File: config.mk
export PLATFORM = sky130hd
export DESIGN_NAME = clock_set_ctrl
export DESIGN_NICKNAME = d
export VERILOG_FILES = /design/src/rtl/clock_set_ctrl.sv
export SDC_FILE = /design/constraint.sdc
export NUM_CORES = 1
export LEC_CHECK = 0
export CAP_MARGIN = 10
export CORE_ASPECT_RATIO = 0.5
export CORE_MARGIN = 8
export CORE_UTILIZATION = 40
export DETAILED_ROUTE_END_ITERATION = 8
export PLACE_DENSITY = 0.6
export SLEW_MARGIN = 20
export SYNTH_ARGS = -nofsm -noshare
export SYNTH_HDL_FRONTEND = slang
export SYNTH_SLANG_ARGS = --single-unit
export TNS_END_PERCENT = 30
File: constraint.sdc
create_clock -name clk -period 2.65 [get_ports clk]
set_clock_uncertainty 0.1 [all_clocks]
set_input_delay 0.53 -clock clk [delete_from_list [all_inputs] [get_ports clk]]
set_output_delay 0.53 -clock clk [all_outputs]
set_load 0.01 [all_outputs]
File: src/rtl/clock_set_ctrl.sv
// Run/set sequencer for the clock's calendar counters: mode FSM, auto-repeating
// inc/dec strobes for the selected field, idle timeout and blink phase.
module clock_set_ctrl #(
  parameter int unsigned HOLD_CYC   = 25_000_000,
  parameter int unsigned REPEAT_CYC = 5_000_000,
  parameter int unsigned TIMEOUT_S  = 30
) (
  input  logic       clk,
  input  logic       rstn,
  input  logic       tick_1s,
  input  logic       btn_mode,
  input  logic       btn_inc,
  input  logic       btn_dec,
  output logic       count_en,
  output logic       set_enable,
  output logic [4:0] field_sel,
  output logic       inc_pulse,
  output logic       dec_pulse,
  output logic       blink
);

  localparam logic [2:0] S_RUN   = 3'd0;
  localparam logic [2:0] S_YEAR  = 3'd1;
  localparam logic [2:0] S_MONTH = 3'd2;
  localparam logic [2:0] S_DAY   = 3'd3;
  localparam logic [2:0] S_HOUR  = 3'd4;
  localparam logic [2:0] S_MIN   = 3'd5;

  // Button history, bit order {mode, inc, dec}
  logic [2:0]  btn_q, btn_qq;
  logic [2:0]  state_q, state_d;
  logic [31:0] hold_q, hold_d, thr;
  logic        rep_q, rep_d;
  logic        act_inc_q, act_inc_d, act_dec_q, act_dec_d;
  logic        fire_inc_q, fire_inc_d, fire_dec_q, fire_dec_d;
  logic        blink_q, blink_d;
  logic [5:0]  idle_q, idle_d;
  logic        mode_rise, inc_rise, dec_rise, in_set, timeout, fire_any;
  logic [4:0]  fsel;

  assign mode_rise = btn_q[2] & ~btn_qq[2];
  assign inc_rise  = btn_q[1] & ~btn_qq[1];
  assign dec_rise  = btn_q[0] & ~btn_qq[0];
  assign in_set    = (state_q != S_RUN);
  assign fire_any  = fire_inc_d | fire_dec_d;

  always_comb begin
    fire_inc_d = 1'b0;
    fire_dec_d = 1'b0;
    act_inc_d  = 1'b0;
    act_dec_d  = 1'b0;
    hold_d     = '0;
    rep_d      = 1'b0;
    thr        = rep_q ? REPEAT_CYC : HOLD_CYC;
    // A mode edge swallows any coincident inc/dec edge; both held cancels everything.
    if (in_set && !mode_rise && !(btn_q[1] && btn_q[0])) begin
      if (inc_rise) begin
        fire_inc_d = 1'b1;
        act_inc_d  = 1'b1;
        hold_d     = 32'd1;
      end else if (dec_rise) begin
        fire_dec_d = 1'b1;
        act_dec_d  = 1'b1;
        hold_d     = 32'd1;
      end else if ((act_inc_q && btn_q[1]) || (act_dec_q && btn_q[0])) begin
        act_inc_d = act_inc_q;
        act_dec_d = act_dec_q;
        rep_d     = rep_q;
        if (hold_q == thr) begin
          fire_inc_d = act_inc_q;
          fire_dec_d = act_dec_q;
          hold_d     = 32'd1;
          rep_d      = 1'b1;
        end else begin
          hold_d = hold_q + 32'd1;
        end
      end
    end

    // A strobe counts as activity, so it outranks a coincident timeout tick.
    timeout = in_set && !mode_rise && !fire_any && tick_1s &&
              ((32'(idle_q) + 32'd1) >= TIMEOUT_S);

    state_d = state_q;
    if (mode_rise)    state_d = (state_q == S_MIN) ? S_RUN : state_q + 3'd1;
    else if (timeout) state_d = S_RUN;

    if (state_d != state_q) begin
      act_inc_d = 1'b0;
      act_dec_d = 1'b0;
      hold_d    = '0;
      rep_d     = 1'b0;
    end

    idle_d = idle_q;
    if (state_d == S_RUN || mode_rise || fire_any) idle_d = '0;
    else if (tick_1s && idle_q != 6'h3f)           idle_d = idle_q + 6'd1;

    blink_d = blink_q;
    if (state_d == S_RUN)          blink_d = 1'b0;
    else if (state_d != state_q)   blink_d = 1'b1;
    else if (tick_1s)              blink_d = ~blink_q;

    case (state_q)
      S_YEAR:  fsel = 5'b10000;
      S_MONTH: fsel = 5'b01000;
      S_DAY:   fsel = 5'b00100;
      S_HOUR:  fsel = 5'b00010;
      S_MIN:   fsel = 5'b00001;
      default: fsel = 5'b00000;
    endcase
  end

  always_ff @(posedge clk) begin
    if (!rstn) begin
      btn_q      <= '0;
      btn_qq     <= '0;
      state_q    <= S_RUN;
      hold_q     <= '0;
      rep_q      <= 1'b0;
      act_inc_q  <= 1'b0;
      act_dec_q  <= 1'b0;
      fire_inc_q <= 1'b0;
      fire_dec_q <= 1'b0;
      blink_q    <= 1'b0;
      idle_q     <= '0;
      count_en   <= 1'b0;
      set_enable <= 1'b0;
      field_sel  <= '0;
      inc_pulse  <= 1'b0;
      dec_pulse  <= 1'b0;
      blink      <= 1'b0;
    end else begin
      btn_q      <= {btn_mode, btn_inc, btn_dec};
      btn_qq     <= btn_q;
      state_q    <= state_d;
      hold_q     <= hold_d;
      rep_q      <= rep_d;
      act_inc_q  <= act_inc_d;
      act_dec_q  <= act_dec_d;
      fire_inc_q <= fire_inc_d;
      fire_dec_q <= fire_dec_d;
      blink_q    <= blink_d;
      idle_q     <= idle_d;
      // Gating on the pre-transition state forwards a tick on the exit from RUN
      // and drops it on re-entry.
      count_en   <= tick_1s & ~in_set;
      set_enable <= in_set;
      field_sel  <= fsel;
      inc_pulse  <= fire_inc_q;
      dec_pulse  <= fire_dec_q;
      blink      <= blink_q;
    end
  end

endmodule

======== Word-level counts from Yosys, hierarchy flattened ========
Index checks and enable logic that the tools add are counted.
word-level totals
  RAM bits ................................ 0
  bits of input ports ..................... 6
  latch bits .............................. 0
  logic and storage cells ................. 95
  bits in registers ....................... 63
  bits in read-only memories .............. 0
  memories ................................ 0
cells by class
  bitwise logic cells ..................... 13
  multiplexer cells ....................... 25
  eq/ne operators ......................... 10
  $lt $le $gt $ge ......................... 1
  reductions and logical operators ........ 24
  add/subtract/negate cells ............... 4
  shift operators ......................... 0
  $mul .................................... 0
  divide/modulo/power cells ............... 0
operators with widths
  operator               count
  $add 32x1->32 const B  1
  $eq 32x25->1           1
  $mux 25                1
  $pmux 5 s5             1
  $mux 1                 20
  $logic_and 1x1->1      9
  $mux 3                 3
  $not 1->1              8
  $add 6x1->7 const B    1
  $ge 7x5->1 const B     1
  $reduce_or 7->1        1
  $add 6x1->6 const B    1
  $eq 3x2->1 const B     2
  $eq 3x3->1 const B     2
  $ne 6x6->1 const B     1
  $reduce_or 6->1        1
  $and 1x1->1            4
  $reduce_or 2->1        2
  $reduce_or 4->1        1
  $add 3x1->3 const B    1
  $eq 3x1->1 const B     1
  $logic_not 1->1        3
  $logic_not 3->1        1
  $logic_or 1x1->1       3
  other kinds (7)        7

======== Longest topological paths before layout ========
  depth in word-level cells ............... 18
  mapped depth ............................ 9
  depth with buffers taken out ............ 8

======== Worst setup path before layout ========
OpenSTA, ideal clock, no wires.
  path type ............................... reg2reg
  from .................................... register idle_q[1]
  to ...................................... register hold_q[19]
  path buffers ............................ 1
  setup slack ............................. 0.597 ns
  library setup time ...................... 0.116 ns
  data arrival time ....................... 1.838 ns
  period minus slack after synthesis ...... 2.053 ns
  cell stages (with the launch flop) ...... 10
  path through ............................ dfxtp_1 > inv_1 > ha_1 > nand2b_1 > nand4b_1 > o22ai_1 > o21ai_1 > o41ai_4 > buf_6 > nor2_2
between the ends
  longest elaborated chain between the ends .. 7
ends and longest elaborated chain
  element                           RTL line  source
  start: declaration                37        logic [5:0] idle_q, idle_d;
  start signal: assignment          144       idle_q <= idle_d;
  $add 6x1->7                       82        ((32'(idle_q) + 32'd1) >= TIMEOUT_S);
  $ge 7x5->1                        82
  $logic_and 1x1->1                 81        timeout = in_set && !mode_rise && !fire_any && tick_1s &&
  $mux 3                            86        else if (timeout) state_d = S_RUN;
  $mux 3                            85        if (mode_rise) state_d = (state_q == S_MIN) ? S_RUN : state_q + 3'd1;
  $ne 3x3->1                        88        if (state_d != state_q) begin
  $reduce_or 7->1 (no source line)  -
  end signal: assignment            137       hold_q <= hold_d;
  end: declaration                  32        logic [31:0] hold_q, hold_d, thr;
No other way between the ends.
A chain may end at the register's enable or synchronous reset.

======== Worst setup path after layout ========
  from .................................... register idle_q[1]
  to ...................................... register idle_q[4]
between the ends
  longest elaborated chain between the ends .. 9
  elaborated cells between the ends (all ways) .. 12
  those cells by class .................... add/sub (2); order compare (1); eq/ne (1); mux (2); reduce/logical (6)
ends and longest elaborated chain
  element                           RTL line  source
  $add 6x1->7                       82
  $ge 7x5->1                        82
  $logic_and 1x1->1                 81
  $mux 3                            86
  $mux 3                            85
  $logic_not 3->1                   96        if (state_d == S_RUN || mode_rise || fire_any) idle_d = '0;
  $logic_or 1x1->1 (2 in series)    96
  $reduce_or 2->1 (no source line)  -
Several ways; a longest one is shown, not always the timed one.

==> qor.csv <==
stage,metric,value,unit
cts,cts_buffers,9,
cells_and_area,drive_gt1_frac,0.158,
worst_setup_path,worstRegToRegCells,8,
place,gp_congestion,0.783,
place,post-place-cells,435,
worst_setup_path,path_cells,inv_1 > ha_1 > nand2b_1 > mux2i_1 > o22ai_1 > o21ai_1 > nand4b_1 > nor3_1,
power,p_leak,1.11,nW
die,io_pins,16,
cells_and_area,area.growth.synth_to_final,19.0,%
yosys,yosysWarningCount,0,
detailed_routing,drc_errors,0,
cells_and_area,postLayoutCellArea,3580,um2
detailed_routing,wirelength,6220,um
cts,cts_root_buf,clkbuf_16,
global_route,grt_max_degree,26,
worst_setup_path,reg2reg_from,idle_q[1],
yosys,ys_seq_area_frac,0.419,
detailed_routing,vias,2319,
worst_setup_path,critPathLaunchType,flip-flop,
sta,hold_violations,0,
yosys,synthFlopType,dfxtp_1,
cells_and_area,nets,361,
cells_and_area,fin_cells,451,
global_route,grt_overflow,0,
cts,clock_sinks,63,
detailed_routing,initialDrtViolationCount,114,
worst_setup_path,crit_slowest_cell,o21ai_1,
yosys,yosys.cell_types.count,49,
place,pre_cts_ws,0.255,ns
die,die_w,139,um
sta,drv_slew,0,
detailed_routing,via_per_inst,5.14,
die,coreArea,7290,um2
sta,max_clock_freq,0.413,GHz
yosys,yosysMostFrequentCell,dfxtp_1,
sta,fin_crit_sh,0.913,
yosys,yosys-top-cells-area,"dfxtp_1 42%, xnor2_1 6.1%, xor2_1 4.7%",
yosys,synth-seq-cells,63,
place,place_hpwl,4220,um
power,p_per_area,653,nW/um2
die,core.rowCount,22,
yosys,syn_area,3010,um2
sta,worst_slack,0.230,ns
yosys,synth_top_area_share,0.419,
power,vdd_drop_max,0.278,mV
worst_setup_path,rr_endpoint,idle_q[4],
worst_hold_path,hp-class,flip-flop to flip-flop,
yosys,synth_fp_nets,342,
die,initial_utilization,0.412,
cts,postCtsHoldBufs,0,
yosys,synth_cells,331,
cts,clk-insertion-delay-late,0.33,ns
global_route,grt_usage,0.124,
worst_setup_path,r2r_slack,0.23,ns
cts,htreeDepth,3,
global_route,grt_pass1_vias,2353,
run_status,outcome,"finished, final reports clean",
global_route,antenna_found_initial,0,
worst_setup_path,critPathCapture,idle_q[4],
sta,worst_slew_pin_slew,0.695,ns
cts,cts_tree,built,
yosys,yosysTopAreaCell,dfxtp_1,
cts,clk_path_buf_depth,2,
sta,period_needed,2.42,ns
yosys,ys_top_cells_by_count,"63 x dfxtp_1, 34 x nor2_1, 21 x nand2_1, 21 x xnor2_1, 20 x nor2_2",
cts,clkTransAtPathRegs,0.06,ns
sta,max-slew-margin-rel,0.532,
place,port_buffers,15,
sta,fin_setup_tns,0,ns
die,die_h,77.3,um
worst_setup_path,critPathCaptureType,flip-flop,
worst_setup_path,required,2.80,ns
worst_setup_path,cp.arrival,2.57,ns
detailed_routing,drtAntennaViolNets,0,
cells_and_area,n_antenna_cell,0,
yosys,ys_async_sr_fraction,0,
worst_setup_path,worst-path-max-fanout,6,
die,dieArea,10700,um2
worst_setup_path,slowest_delay,0.48,ns
detailed_routing,avgRoutedWirePerCell,13.8,um
worst_setup_path,crit_start,idle_q[1],
cts,post_cts_buffers,0,
yosys,avgSynthCellArea,9.09,um2
sta,rsz0062_at_grt,false,
detailed_routing,drtPass1Iterations,5,
worst_setup_path,path_class,flip-flop to flip-flop,
job,maxCapViolCount,0,
cts,cts_resized,0,
global_route,grt_pass1_wl,10900,um
sta,setup_violations,0,
yosys,synth-edff-count,0,
place,placed_area,3250,um2
[per-stage QoR]
stage | util | total power, mW | hold WS, ns
floorplan | - | 1.05 | 0.312
global placement | 0.445 | 1.07 | 0.316
detailed placement | 0.445 | 1.08 | 0.323
CTS | 0.491 | 2.37 | 0.336
global route | 0.491 | 2.41 | 0.350
finish | 0.491 | 2.34 | 0.332
[critical path, delay by kind of cell (launching register included)]
family,cells,cell delay [ns]
AOI/OAI and AO/OA,2,0.58
adders and majority gates,1,0.29
muxes,1,0.13
DFF,1,0.39
buffers and inverters,1,0.06
and+or+nand+nor,3,0.78
[placed cells by master, fill, tap and decap left out, types with 4 or more instances in the layout]
master | Yosys | routed
nor2_2 | 20 | 20
and4_1 | 5 | 5
xnor2_1 | 21 | 21
nand4_1 | 14 | 14
clkdlybuf4s50_1 | 0 | 15
xor2_1 | 16 | 16
ha_1 | 5 | 5
nand2_1 | 21 | 21
a21oi_1 | 7 | 7
o21ai_0 | 5 | 5
buf_4 | 0 | 4
clkbuf_16 | 0 | 9
inv_1 | 14 | 14
nor3_1 | 19 | 19
dfxtp_1 | 63 | 63
and2_1 | 12 | 12
nor2_1 | 34 | 34
nand3_1 | 13 | 13
[cell families (layout without fill, tap and decap cells)]
group / count (synthesis) / after routing / synth area share
adders and majority gates: 5 / 5 / 0.0208
AOI/OAI and AO/OA: 32 / 32 / 0.0928
buffers and inverters: 25 / 49 / 0.0374
and+or+nand+nor: 167 / 167 / 0.315
muxes: 2 / 2 / 0.00666
xor gates and xnor gates: 37 / 37 / 0.108
DFF: 63 / 63 / 0.419
[state kept, by name (all words and copies together) (netlist names), 3 cells and up]
register   flops
btn_qq         3
state_q        3
btn_q          3
idle_q         6
field_sel      5
hold_q        32
[routing by layer]
metal  vias to the layer above  part of all wire  global-route usage
li1                       1181                 -                   -
met1                      1088              0.47               0.140
met2                        41              0.47               0.205
met3                         9             0.045              0.0418
met4                         0             0.018              0.0703
met5                         -                 0                   0
[how the worst min path moves through the flow]
stage,start,endpoint,slack [ns],depth (start not counted)
2_1_floorplan,fire_dec_q,dec_pulse,0.31,1
3_3_place_gp,fire_inc_q,inc_pulse,0.32,1
3_5_place_dp,fire_dec_q,dec_pulse,0.32,1
4_1_cts,fire_dec_q,dec_pulse,0.34,1
5_1_grt,fire_dec_q,dec_pulse,0.35,1
6_report,fire_dec_q,dec_pulse,0.33,1
[layout make-up]
class	count	area, um2
clock buffer	10	239
clock inverter	6	92.6
fill	670	3710
inverter	14	52.6
multi-input combinational	243	1630
sequential	63	1260
tap	96	120
timing repair buffer	19	180
[power by group]
part           switching [mW]  internal [mW]
clock network           0.430          0.853
logic                  0.0441         0.0377
registers              0.0131          0.961
Note: power is estimated with default switching activity, not from simulation.
